$ cat src/rtl/tmds_pkg.sv
// ---------------------------------------------------------------------------
// tmds_pkg
// Shared definitions for the TMDS deserializer: the four TMDS control-token
// code words, the word-alignment state enum, a few fixed widths/terminal
// values, and the control-token classifier used by every channel aligner.
// Ports: none (package).
// Optional feature macro used by the design files: TMDS_DESERIALIZER_SLIP_CNT_EN
// ---------------------------------------------------------------------------
package tmds_pkg;

  localparam int WORD_W = 10;
  localparam int HIST_W = 20;

  // Code words as vectors: bit 0 is the first bit on the wire.
  localparam logic [WORD_W-1:0] CTRL_TOKEN_0 = 10'b1101010100;
  localparam logic [WORD_W-1:0] CTRL_TOKEN_1 = 10'b0010101011;
  localparam logic [WORD_W-1:0] CTRL_TOKEN_2 = 10'b0101010100;
  localparam logic [WORD_W-1:0] CTRL_TOKEN_3 = 10'b1010101011;

  // Last phase of the five-cycle word period and last legal slip offset.
  localparam logic [2:0] PHASE_LAST  = 3'd4;
  localparam logic [3:0] OFFSET_LAST = 4'd9;

  typedef enum logic {
    SEARCH = 1'b0,
    LOCKED = 1'b1
  } align_state_e;

  function automatic logic is_control_token(input logic [WORD_W-1:0] word);
    return (word == CTRL_TOKEN_0) || (word == CTRL_TOKEN_1) ||
           (word == CTRL_TOKEN_2) || (word == CTRL_TOKEN_3);
  endfunction

endpackage

$ cat src/rtl/tmds_channel_aligner.sv
// ---------------------------------------------------------------------------
// tmds_channel_aligner
// One TMDS channel: keeps a 20-bit history of the DDR bit pairs, extracts a
// 10-bit word at the current slip offset once per word period, and runs the
// SEARCH/LOCKED alignment FSM that slips the offset until control tokens line
// up.
// Ports:
//   clk_i          five-times pixel clock
//   reset_i        synchronous active-high reset
//   pair_i         DDR bit pair, bit 0 earlier on the wire
//   word_strobe_i  high on the phase-4 cycle (word boundary)
//   word_o         registered recovered word, bit 0 first on the wire
//   locked_o       channel is word-aligned
//   slip_count_o   slips taken, saturating at 255
//                  (only with TMDS_DESERIALIZER_SLIP_CNT_EN)
// ---------------------------------------------------------------------------
module tmds_channel_aligner
  import tmds_pkg::*;
#(
  parameter int LOCK_COUNT     = 8,
  parameter int SEARCH_TIMEOUT = 2048
) (
  input  logic              clk_i,
  input  logic              reset_i,
  input  logic [1:0]        pair_i,
  input  logic              word_strobe_i,
  output logic [WORD_W-1:0] word_o,
  output logic              locked_o
`ifdef TMDS_DESERIALIZER_SLIP_CNT_EN
  ,
  output logic [7:0]        slip_count_o
`endif
);

  localparam int RUN_W  = $clog2(LOCK_COUNT + 1);
  localparam int IDLE_W = $clog2(SEARCH_TIMEOUT + 1);
  localparam logic [RUN_W-1:0]  RUN_MAX  = RUN_W'(LOCK_COUNT);
  localparam logic [IDLE_W-1:0] IDLE_MAX = IDLE_W'(SEARCH_TIMEOUT);

  logic [HIST_W-1:0] history_q, history_d;
  logic [3:0]        offset_q, offset_d;
  logic [RUN_W-1:0]  run_q, run_d, run_inc;
  logic [IDLE_W-1:0] idle_q, idle_d, idle_inc;
  align_state_e      state_q, state_d;
  logic [WORD_W-1:0] word_q, word_sel;
  logic [4:0]        sel_base;
  logic              token;

  // Newest pair enters at the top, so offset 0 picks the ten newest bits and
  // larger offsets reach back into older bits.
  assign history_d = {pair_i[1], pair_i[0], history_q[HIST_W-1:2]};
  assign sel_base  = 5'd10 - {1'b0, offset_q};
  assign word_sel  = history_d[sel_base +: WORD_W];
  assign token     = is_control_token(word_sel);

  // Counters hold at their terminal value rather than wrapping.
  assign run_inc  = (run_q == RUN_MAX) ? run_q : run_q + 1'b1;
  assign idle_inc = (idle_q == IDLE_MAX) ? idle_q : idle_q + 1'b1;

  // Alignment FSM, evaluated only on word boundaries. In SEARCH a token clears
  // the idle count, so a slip and a lock can never fall on the same word.
  always_comb begin
    state_d  = state_q;
    offset_d = offset_q;
    run_d    = run_q;
    idle_d   = idle_q;
    if (word_strobe_i) begin
      case (state_q)
        SEARCH: begin
          if (token) begin
            idle_d = '0;
            run_d  = run_inc;
            if (run_inc == RUN_MAX) begin
              state_d = LOCKED;
              run_d   = '0;
            end
          end else begin
            run_d  = '0;
            idle_d = idle_inc;
            if (idle_inc == IDLE_MAX) begin
              offset_d = (offset_q == OFFSET_LAST) ? 4'd0 : offset_q + 4'd1;
              idle_d   = '0;
            end
          end
        end
        LOCKED: begin
          if (token) begin
            idle_d = '0;
          end else begin
            idle_d = idle_inc;
            if (idle_inc == IDLE_MAX) begin
              state_d = SEARCH;
              idle_d  = '0;
              run_d   = '0;
            end
          end
        end
        default: state_d = SEARCH;
      endcase
    end
  end

  always_ff @(posedge clk_i) begin
    if (reset_i) begin
      history_q <= '0;
      offset_q  <= '0;
      run_q     <= '0;
      idle_q    <= '0;
      state_q   <= SEARCH;
      word_q    <= '0;
    end else begin
      history_q <= history_d;
      offset_q  <= offset_d;
      run_q     <= run_d;
      idle_q    <= idle_d;
      state_q   <= state_d;
      if (word_strobe_i) begin
        word_q <= word_sel;
      end
    end
  end

  assign word_o   = word_q;
  assign locked_o = (state_q == LOCKED);

`ifdef TMDS_DESERIALIZER_SLIP_CNT_EN
  logic [7:0] slip_cnt_q;
  logic       slip;

  // The offset only ever moves on a slip, so a change marks one.
  assign slip = (offset_d != offset_q);

  always_ff @(posedge clk_i) begin
    if (reset_i) begin
      slip_cnt_q <= '0;
    end else if (slip && (slip_cnt_q != 8'hFF)) begin
      slip_cnt_q <= slip_cnt_q + 8'd1;
    end
  end

  assign slip_count_o = slip_cnt_q;
`endif

endmodule

$ cat src/rtl/tmds_deserializer.sv
// ---------------------------------------------------------------------------
// tmds_deserializer
// Multi-channel TMDS word recovery. A shared five-phase counter marks word
// boundaries; each channel independently aligns to control tokens in its own
// tmds_channel_aligner.
// Ports:
//   clk_pixel_x5  five-times pixel clock (single clock)
//   reset         synchronous active-high reset
//   serial_pair   per-channel DDR bit pair, bit 0 earlier on the wire
//   word_out      per-channel recovered word, bit 0 first on the wire
//   word_valid    one-cycle strobe, once every five cycles
//   locked        per-channel alignment lock
//   slip_count    per-channel slip counter, saturating at 255
//                 (only with TMDS_DESERIALIZER_SLIP_CNT_EN)
// ---------------------------------------------------------------------------
module tmds_deserializer
  import tmds_pkg::*;
#(
  parameter int NUM_CHANNELS   = 3,
  parameter int LOCK_COUNT     = 8,
  parameter int SEARCH_TIMEOUT = 2048
) (
  input  logic                              clk_pixel_x5,
  input  logic                              reset,
  input  logic [NUM_CHANNELS-1:0][1:0]      serial_pair,
  output logic [NUM_CHANNELS-1:0][WORD_W-1:0] word_out,
  output logic                              word_valid,
  output logic [NUM_CHANNELS-1:0]           locked
`ifdef TMDS_DESERIALIZER_SLIP_CNT_EN
  ,
  output logic [NUM_CHANNELS-1:0][7:0]      slip_count
`endif
);

  logic [2:0] phase_q, phase_d;
  logic       word_valid_q;
  logic       word_strobe;

  // The phase-4 cycle completes a word; its registered result and the valid
  // strobe appear together on the following cycle.
  assign word_strobe = (phase_q == PHASE_LAST);
  assign phase_d     = word_strobe ? 3'd0 : phase_q + 3'd1;

  always_ff @(posedge clk_pixel_x5) begin
    if (reset) begin
      phase_q      <= '0;
      word_valid_q <= 1'b0;
    end else begin
      phase_q      <= phase_d;
      word_valid_q <= word_strobe;
    end
  end

  assign word_valid = word_valid_q;

  for (genvar ch = 0; ch < NUM_CHANNELS; ch++) begin : g_chan
    tmds_channel_aligner #(
      .LOCK_COUNT     (LOCK_COUNT),
      .SEARCH_TIMEOUT (SEARCH_TIMEOUT)
    ) u_aligner (
      .clk_i         (clk_pixel_x5),
      .reset_i       (reset),
      .pair_i        (serial_pair[ch]),
      .word_strobe_i (word_strobe),
      .word_o        (word_out[ch]),
      .locked_o      (locked[ch])
`ifdef TMDS_DESERIALIZER_SLIP_CNT_EN
      ,
      .slip_count_o  (slip_count[ch])
`endif
    );
  end

endmodule

$ cat config.mk
export PLATFORM = sky130hd
export DESIGN_NAME = tmds_deserializer
export DESIGN_NICKNAME = d
export VERILOG_FILES = /design/src/rtl/tmds_pkg.sv /design/src/rtl/tmds_channel_aligner.sv /design/src/rtl/tmds_deserializer.sv
export SDC_FILE = /design/constraint.sdc
export NUM_CORES = 1
export LEC_CHECK = 0
export BUFFER_PORTS_ARGS = -buffer_cell sky130_fd_sc_hd__buf_2
export CAP_MARGIN = 20
export CORE_MARGIN = 4
export CORE_UTILIZATION = 55
export CTS_CLUSTER_DIAMETER = 100
export DETAILED_ROUTE_END_ITERATION = 16
export PLACE_DENSITY = 0.72
export SYNTH_ARGS = -nofsm -noshare
export SYNTH_HDL_FRONTEND = slang
export SYNTH_SLANG_ARGS = --single-unit
export TNS_END_PERCENT = 10
$ cat constraint.sdc
create_clock -name clk_pixel_x5 -period 10.55 [get_ports clk_pixel_x5]
set_input_delay 1.055 -clock clk_pixel_x5 [delete_from_list [all_inputs] [get_ports clk_pixel_x5]]
set_output_delay 1.055 -clock clk_pixel_x5 [all_outputs]
set_load 0.03 [all_outputs]
* Word-level counts from Yosys, hierarchy flattened
Index checks and enable logic that the tools add are counted.
Storage, ports and cells: flip-flop bits (word level) 157, bits in latches 0, RAM bits 0, bits in read-only memories 0, word-level logic and storage cells 137, memories 0
Cells by class: add/subtract/negate cells 13, multipliers 0, divide/modulo/power cells 0, magnitude comparators 0, equality and inequality tests 34, shift-type cells 3, mux-type cells 45, bitwise logic cells 6, reductions and logical operators 16
Operator list (count):
- $mux 12 | 9
- $eq 12x12->1 const B | 6
- $mux 4 | 18
- $eq 10x10->1 const B | 6
- $shiftx 20x6->10 | 3
- $add 12x1->12 const B | 3
- $eq 4x4->1 const B | 9
- $eq 10x8->1 const B | 3
- $eq 10x9->1 const B | 3
- $add 4x1->4 const B | 6
- $pmux 4 s2 | 3
- $sub 4x4->5 const A | 3
- $mux 1 | 12
- $ne 2x2->1 const B | 6
- $reduce_and 4->1 | 3
- $logic_or 1x1->1 | 9
- $reduce_and 3->1 | 3
- $not 1->1 | 6
- $pmux 1 s2 | 3
- $add 3x1->3 const B | 1
- $eq 3x3->1 const B | 1
- $reduce_or 2->1 | 1

* Depth between registers and ports, before layout
word-level depth 8, mapped depth 17

* Modules after synthesis
From an unflattened synthesis, not the netlist that was laid out.
Second synthesis, totals: cell total of the unflattened synthesis 1170, area total of the unflattened synthesis 10397.5 sq um
Modules (own cells, without submodules):
- tmds_channel_aligner (g_chan[0].u_aligner ...) | instances 2, cells an instance 380, area an instance 3397.0 sq um, seq. area each 980.9 sq um
- tmds_channel_aligner (g_chan[2].u_aligner) | instances 1, cells an instance 395, area an instance 3442.1 sq um, seq. area each 980.9 sq um
- tmds_deserializer | instances 1, cells an instance 15, area an instance 161.4 sq um, seq. area each 80.1 sq um

* Worst setup path after synthesis
No wires, ideal clock.
path type register to register, start point register g_chan[0].u_aligner.offset_q[0], end point register g_chan[0].u_aligner.offset_q[0], library setup time 0.065 ns, arrival time 3.737 ns, path slack 6.748 ns, cell stages (with the launch flop) 17, path buffers 6, clock period less this slack 3.802 ns, cells stage by stage dfxtp_1 > buf_2 > buf_4 > buf_2 > inv_1 > ha_1 > buf_2 > buf_2 > mux4_2 > a211oi_1 > a21oi_1 > nand4_1 > a2bb2oi_1 > buf_2 > nand3_1 > mux2_1 > nor2_1
Between the ends: cells in the longest elaborated chain, start to end 8
RTL lines:
- start: declaration | line tmds_channel_aligner.sv:41 | logic [3:0] offset_q, offset_d;
- start signal: assignment | line tmds_channel_aligner.sv:113 | offset_q <= offset_d;
- $sub 4x4->5 | line tmds_channel_aligner.sv:52 | assign sel_base = 5'd10 - {1'b0, offset_q};
- $shiftx 20x6->10 | line tmds_channel_aligner.sv:53 | assign word_sel = history_d[sel_base +: WORD_W];
- $eq 10x10->1 or $eq 10x8->1 (tied branches) | line tmds_pkg.sv:30 | return (word == CTRL_TOKEN_0) || (word == CTRL_TOKEN_1) ||
- $logic_or 1x1->1 (2 in a row) | line tmds_pkg.sv:30
- $logic_or 1x1->1 | line tmds_pkg.sv:31 | (word == CTRL_TOKEN_2) || (word == CTRL_TOKEN_3);
- $not 1->1 (no line)
- $reduce_and 4->1 (no line)
Parallel ways exist; a longest one is shown, timed or not. A chain may end at the register's enable or synchronous reset.

* Worst setup path after layout
start point register g_chan[2].u_aligner.offset_q[0], end point register g_chan[2].u_aligner.idle_q[11]
Between the ends: cells in the longest elaborated chain, start to end 7
RTL lines:
- start: declaration | line tmds_channel_aligner.sv:41
- start signal: assignment | line tmds_channel_aligner.sv:113
- $sub 4x4->5 (*) | line tmds_channel_aligner.sv:52
- $shiftx 20x6->10 (*) | line tmds_channel_aligner.sv:53
- $eq 10x10->1 or $eq 10x8->1 (tied branches) | line tmds_pkg.sv:30
- $logic_or 1x1->1 (2 in a row) | line tmds_pkg.sv:30
- $logic_or 1x1->1 (*) | line tmds_pkg.sv:31
- $mux 12 (*) | line tmds_channel_aligner.sv:70, tmds_channel_aligner.sv:87
- end signal: assignment | line tmds_channel_aligner.sv:115 | idle_q <= idle_d;
- end: declaration | line tmds_channel_aligner.sv:43 | logic [IDLE_W-1:0] idle_q, idle_d, idle_inc;
Mark *: on every way between the ends. The rest lies on a longest branch, timed or not.

==> flow_metrics.env <==
export IMPL_setup_violations_final=0
export IMPL_max_stage_delay_ps=990
export IMPL_fmax_mhz=210
export IMPL_critical_path_depth=12
export IMPL_route_layer_met1_wl_mm=10.0
export IMPL_hpwl_reported_at_the_end_of_detailed_placement_mm=14.5
export IMPL_routed_wirelength_mm=20.5
export IMPL_cts_num_sinks=151
export IMPL_top_layer="met4"
export IMPL_via_density_per_instance=6.00
export IMPL_power_net_switching_w=0.000317
export IMPL_holdBufCountCts=0
export IMPL_placement_setup_worst_slack_ps=5830
export IMPL_detail_route_first_pass_iterations=5
export IMPL_finalPower_w=0.00131
export IMPL_outcome="finished, final reports clean"
export IMPL_leakagePower_nw=4.05
export IMPL_combPwrFrac_pct=7.6
export IMPL_dr_total_vias=7615
export IMPL_grt_antenna_before_repair=0
export IMPL_critPathCaptureType="register"
export IMPL_clock_power_share_pct=46.5
export IMPL_required_worst_endpoint_ps=10860
export IMPL_io_pins=42
export IMPL_wl_per_cell_um=16.2
export IMPL_skew_ps=8.23
export IMPL_h_tree_depth=4
export IMPL_route_met2_wl_mm=9.57
export IMPL_num_antenna_cells=0
export IMPL_cts_repair_timing_setup_buffer_count=0
export IMPL_post_synth_cell_area_avg_um2=9.13
export IMPL_synthDominantCellAreaShare_pct=31.9
export IMPL_timing_worst_slew_pin_value_ps=1060
export IMPL_totalNegativeSetupSlack_ps=0
export IMPL_power_ir_vdd_worst_v=0.000115
export IMPL_finalMaxSlewViolations=0
export IMPL_max_cap_violations=0
export IMPL_synth_ff_type="sky130_fd_sc_hd__dfxtp_1"
export IMPL_layout_cell_area_non_filler_um2=10300
export IMPL_period_minus_slack_ps=4760
export IMPL_port_buffers=41
export IMPL_worst_setup_path_type="reg2reg"
export IMPL_syn_num_nets=1070
export IMPL_drt_antenna_net_count=0
export IMPL_grt_first_pass_wirelength_mm=35.4
export IMPL_power_report_internal_total_w=0.000990
export IMPL_seq_power_share_pct=45.9
export IMPL_post_route_period_util_pct=45.2
export IMPL_synth_area_top_cells="sky130_fd_sc_hd__dfxtp_1 (32%), sky130_fd_sc_hd__mux4_2 (11%), sky130_fd_sc_hd__mux2i_1 (6.1%), sky130_fd_sc_hd__nor2b_1 (4.1%), sky130_fd_sc_hd__nand2_1 (3.6%)"
export IMPL_number_of_core_rows=47
export IMPL_drt_iter0_drc=458
export IMPL_sequential_element_share_of_the_synthesized_area_pct=31.9
export IMPL_start_kind="register"
export IMPL_grt_total_usage_pct=21.5
export IMPL_dpl_instance_area_um2=9670
export IMPL_initial_utilization_pct=56.6
export IMPL_synth_edff_count=0
export IMPL_critical_path_top_cell_by_count="sky130_fd_sc_hd__nor2_1"
export IMPL_synthDistinctLibCells=81
export IMPL_hold_ws_ps=451
export IMPL_layout_drive_gt1_share_pct=16.1
export IMPL_number_of_global_route_vias_before_repair=7261
export IMPL_cts_tree="built"
export IMPL_maxSlewHeadroom_pct=29.1
export IMPL_worst_path_buffer_plus_inverter_count=2
export IMPL_layout_nets=1067
export IMPL_largest_net_degree_at_the_start_of_global_routing=80
export IMPL_min_delay_path_depth=2
export IMPL_drc=0
export IMPL_whs_endpoint="g_chan[0].u_aligner.word_o[7]"
export IMPL_clkSlewWorstSetupHoldPaths_ps=60
export IMPL_worstSkewPairLatency_ps=420
export IMPL_p_per_area_nw_per_um2=127
export IMPL_synth_async_reset_ratio_pct=0
export IMPL_synthDominantAreaCellType="sky130_fd_sc_hd__dfxtp_1"
export IMPL_area_growth_synth_to_final_pct=8.42
export IMPL_ctsResizeCount=0
export IMPL_synth_warnings=0
export IMPL_switching_power_as_a_share_of_total_power_pct=24.2
export IMPL_ys_seq_elements=151
export IMPL_worst_reg2reg_path_endpoint="g_chan[2].u_aligner.idle_q[11]"
export IMPL_post_synth_inst_count=1039
export IMPL_reg2reg_from="g_chan[2].u_aligner.offset_q[0]"
export IMPL_dieWidth_um=139
export IMPL_cells_along_the_critical_path="buf_4 > inv_1 > ha_1 > mux2_2 > mux4_2 > nor2_1 > a311oi_1 > or2_2 > nand4b_1 > nand3_1 > nor2_1 > a221o_1"
export IMPL_grt_setup_unrepaired="false"
export IMPL_worst_slack_ps=5790
export IMPL_crit_family="simple AND/OR/NAND/NOR gates"
export IMPL_worstPathArrival_ps=5080
export IMPL_route_met3_wl_um=613
export IMPL_path_max_fanout=28
export IMPL_rr_worst_depth=12
export IMPL_finalWeightedCongestion=0.884
export IMPL_type_of_the_tightest_min_delay_check="reg2reg"
export IMPL_tritoncts_num_buffers=17
export IMPL_clock_tree_buf_depth=2
export IMPL_fp_dieH_um=139
export IMPL_startpoint="g_chan[2].u_aligner.offset_q[0]"
export IMPL_synthesis_area_um2=9490
export IMPL_worst_r2r_setup_slack_ps=5790
export IMPL_finalHoldViolations=0
export IMPL_clockRootBuffer="sky130_fd_sc_hd__clkbuf_16"
export IMPL_holdCritStartpoint="g_chan[0].u_aligner.word_o[7]"
export IMPL_core_um2=16800
export IMPL_timing_critical_path_slowest_stage_cell="sky130_fd_sc_hd__ha_1"
export IMPL_die_footprint_um2=19400
export IMPL_grt_overflow_total=0
synthesized netlist by cell type (8+ instances only):
library cell                 n
sky130_fd_sc_hd__a22o_1     12
sky130_fd_sc_hd__nand3_1    38
sky130_fd_sc_hd__buf_2      16
sky130_fd_sc_hd__mux2i_1    58
sky130_fd_sc_hd__and3_1     13
sky130_fd_sc_hd__nand4_1     9
sky130_fd_sc_hd__inv_1      33
sky130_fd_sc_hd__a21oi_1    49
sky130_fd_sc_hd__nor4b_1     8
sky130_fd_sc_hd__nand2b_1   13
sky130_fd_sc_hd__xnor2_1    13
sky130_fd_sc_hd__xor2_1      8
sky130_fd_sc_hd__nand2_1    90
sky130_fd_sc_hd__a21o_1     10
sky130_fd_sc_hd__o21ai_0    33
sky130_fd_sc_hd__nor4_1     10
sky130_fd_sc_hd__a31oi_1    11
sky130_fd_sc_hd__mux4_2     47
sky130_fd_sc_hd__nor3_1     33
sky130_fd_sc_hd__mux2_2     12
sky130_fd_sc_hd__buf_4      10
sky130_fd_sc_hd__ha_1       23
sky130_fd_sc_hd__mux2_1     13
sky130_fd_sc_hd__o21ai_1    13
sky130_fd_sc_hd__a22oi_1    13
sky130_fd_sc_hd__nor2_1     82
sky130_fd_sc_hd__clkbuf_1   41
sky130_fd_sc_hd__dfxtp_1   151
sky130_fd_sc_hd__nor2b_1    62
cells by family (layout without fill, tap and decap cells):
logic type | Yosys count | in the layout | synth area share (%)
simple gates | 396 | 396 | 21.6
compound gates | 204 | 204 | 14.7
flops | 151 | 151 | 31.9
mux | 130 | 130 | 20.2
buf+inv | 107 | 117 | 5.16
xor+xnor | 28 | 28 | 3.38
fa+ha+maj | 23 | 23 | 3.03
through the flow:
| step | std cells | util [%] |
|---|---|---|
| after floorplan | 1039 | - |
| after global placement | 1236 | 57.7 |
| after detailed placement | 1236 | 57.7 |
| after CTS | 1268 | 61.3 |
| after global routing | 1269 | 61.4 |
| final | 1269 | 61.4 |
power by group through the flow:
| stage | clock network [W] | logic [W] | registers (W) |
|---|---|---|---|
| final | 0.000609 | 0.0000987 | 0.000600 |
| after global routing | 0.000645 | 0.000111 | 0.000603 |
| after CTS | 0.000618 | 0.0000989 | 0.000600 |
| after detailed placement | 0 | 0.0000984 | 0.000613 |
| after global placement | 0 | 0.0000965 | 0.000612 |
| after floorplan | 0 | 0.0000757 | 0.000609 |
worst min-delay path: stages, from the launching register on:
cell and delay (ps):
sky130_fd_sc_hd__dfxtp_1 310, sky130_fd_sc_hd__nand2_1 50, sky130_fd_sc_hd__a21oi_1 50
placed cells by master, fill, tap and decap left out, drive strengths merged, types with 6 or more instances in the layout:
master and instances:
nor2b 63, a21o 10, o21ai 46, mux2 25
a22oi 13, nor3b 7, a31oi 11, nor2 82
o21a 6, clkinv 6, nand2 90, xnor2 18
nand4 10, nor4b 8, clkbuf 21, a22o 12
a211oi 6, nand2b 13, a21oi 54, nand3 38
buf 51, mux4 47, and3 13, nor4 11
mux2i 58, nor3 33, o31ai 6, inv 34
xor2 10, dfxtp 151, ha 23
how the worst max path moves through the flow:
stage / end / slack [ps]
6_report: g_chan[2].u_aligner.idle_q[11] / 5790
3_5_place_dp: g_chan[2].u_aligner.idle_q[11] / 5830
2_1_floorplan: g_chan[0].u_aligner.offset_q[0] / 6750
4_1_cts: g_chan[2].u_aligner.idle_q[11] / 5800
5_1_grt: g_chan[2].u_aligner.idle_q[11] / 5370
3_3_place_gp: g_chan[2].u_aligner.idle_q[11] / 5960
flip-flops by register name (all words and copies together), names as in the netlist:
name	count
phase_q	3
g_chan.u_aligner.word_o	30
word_valid	1
g_chan.u_aligner.run_q	12
g_chan.u_aligner.offset_q	12
g_chan.u_aligner.idle_q	36
g_chan.u_aligner.history_q	54
g_chan.u_aligner.locked_o	3
area by class of cell:
class / instances / area (um2)
multi-input combinational: 781 / 5970
timing repair buffer: 51 / 290
inverter: 34 / 128
sequential: 151 / 3020
tap: 220 / 275
clock buffer: 21 / 470
fill: 1452 / 6480
clock inverter: 11 / 124
layer usage:
| layer | up-vias | track usage (%) |
|---|---|---|
| li1 | 3790 | - |
| met1 | 3679 | 30.7 |
| met2 | 121 | 33.4 |
| met3 | 25 | 3.67 |
| met4 | 0 | 6.49 |
| met5 | - | 0 |
(Power assumes the default switching activity.)
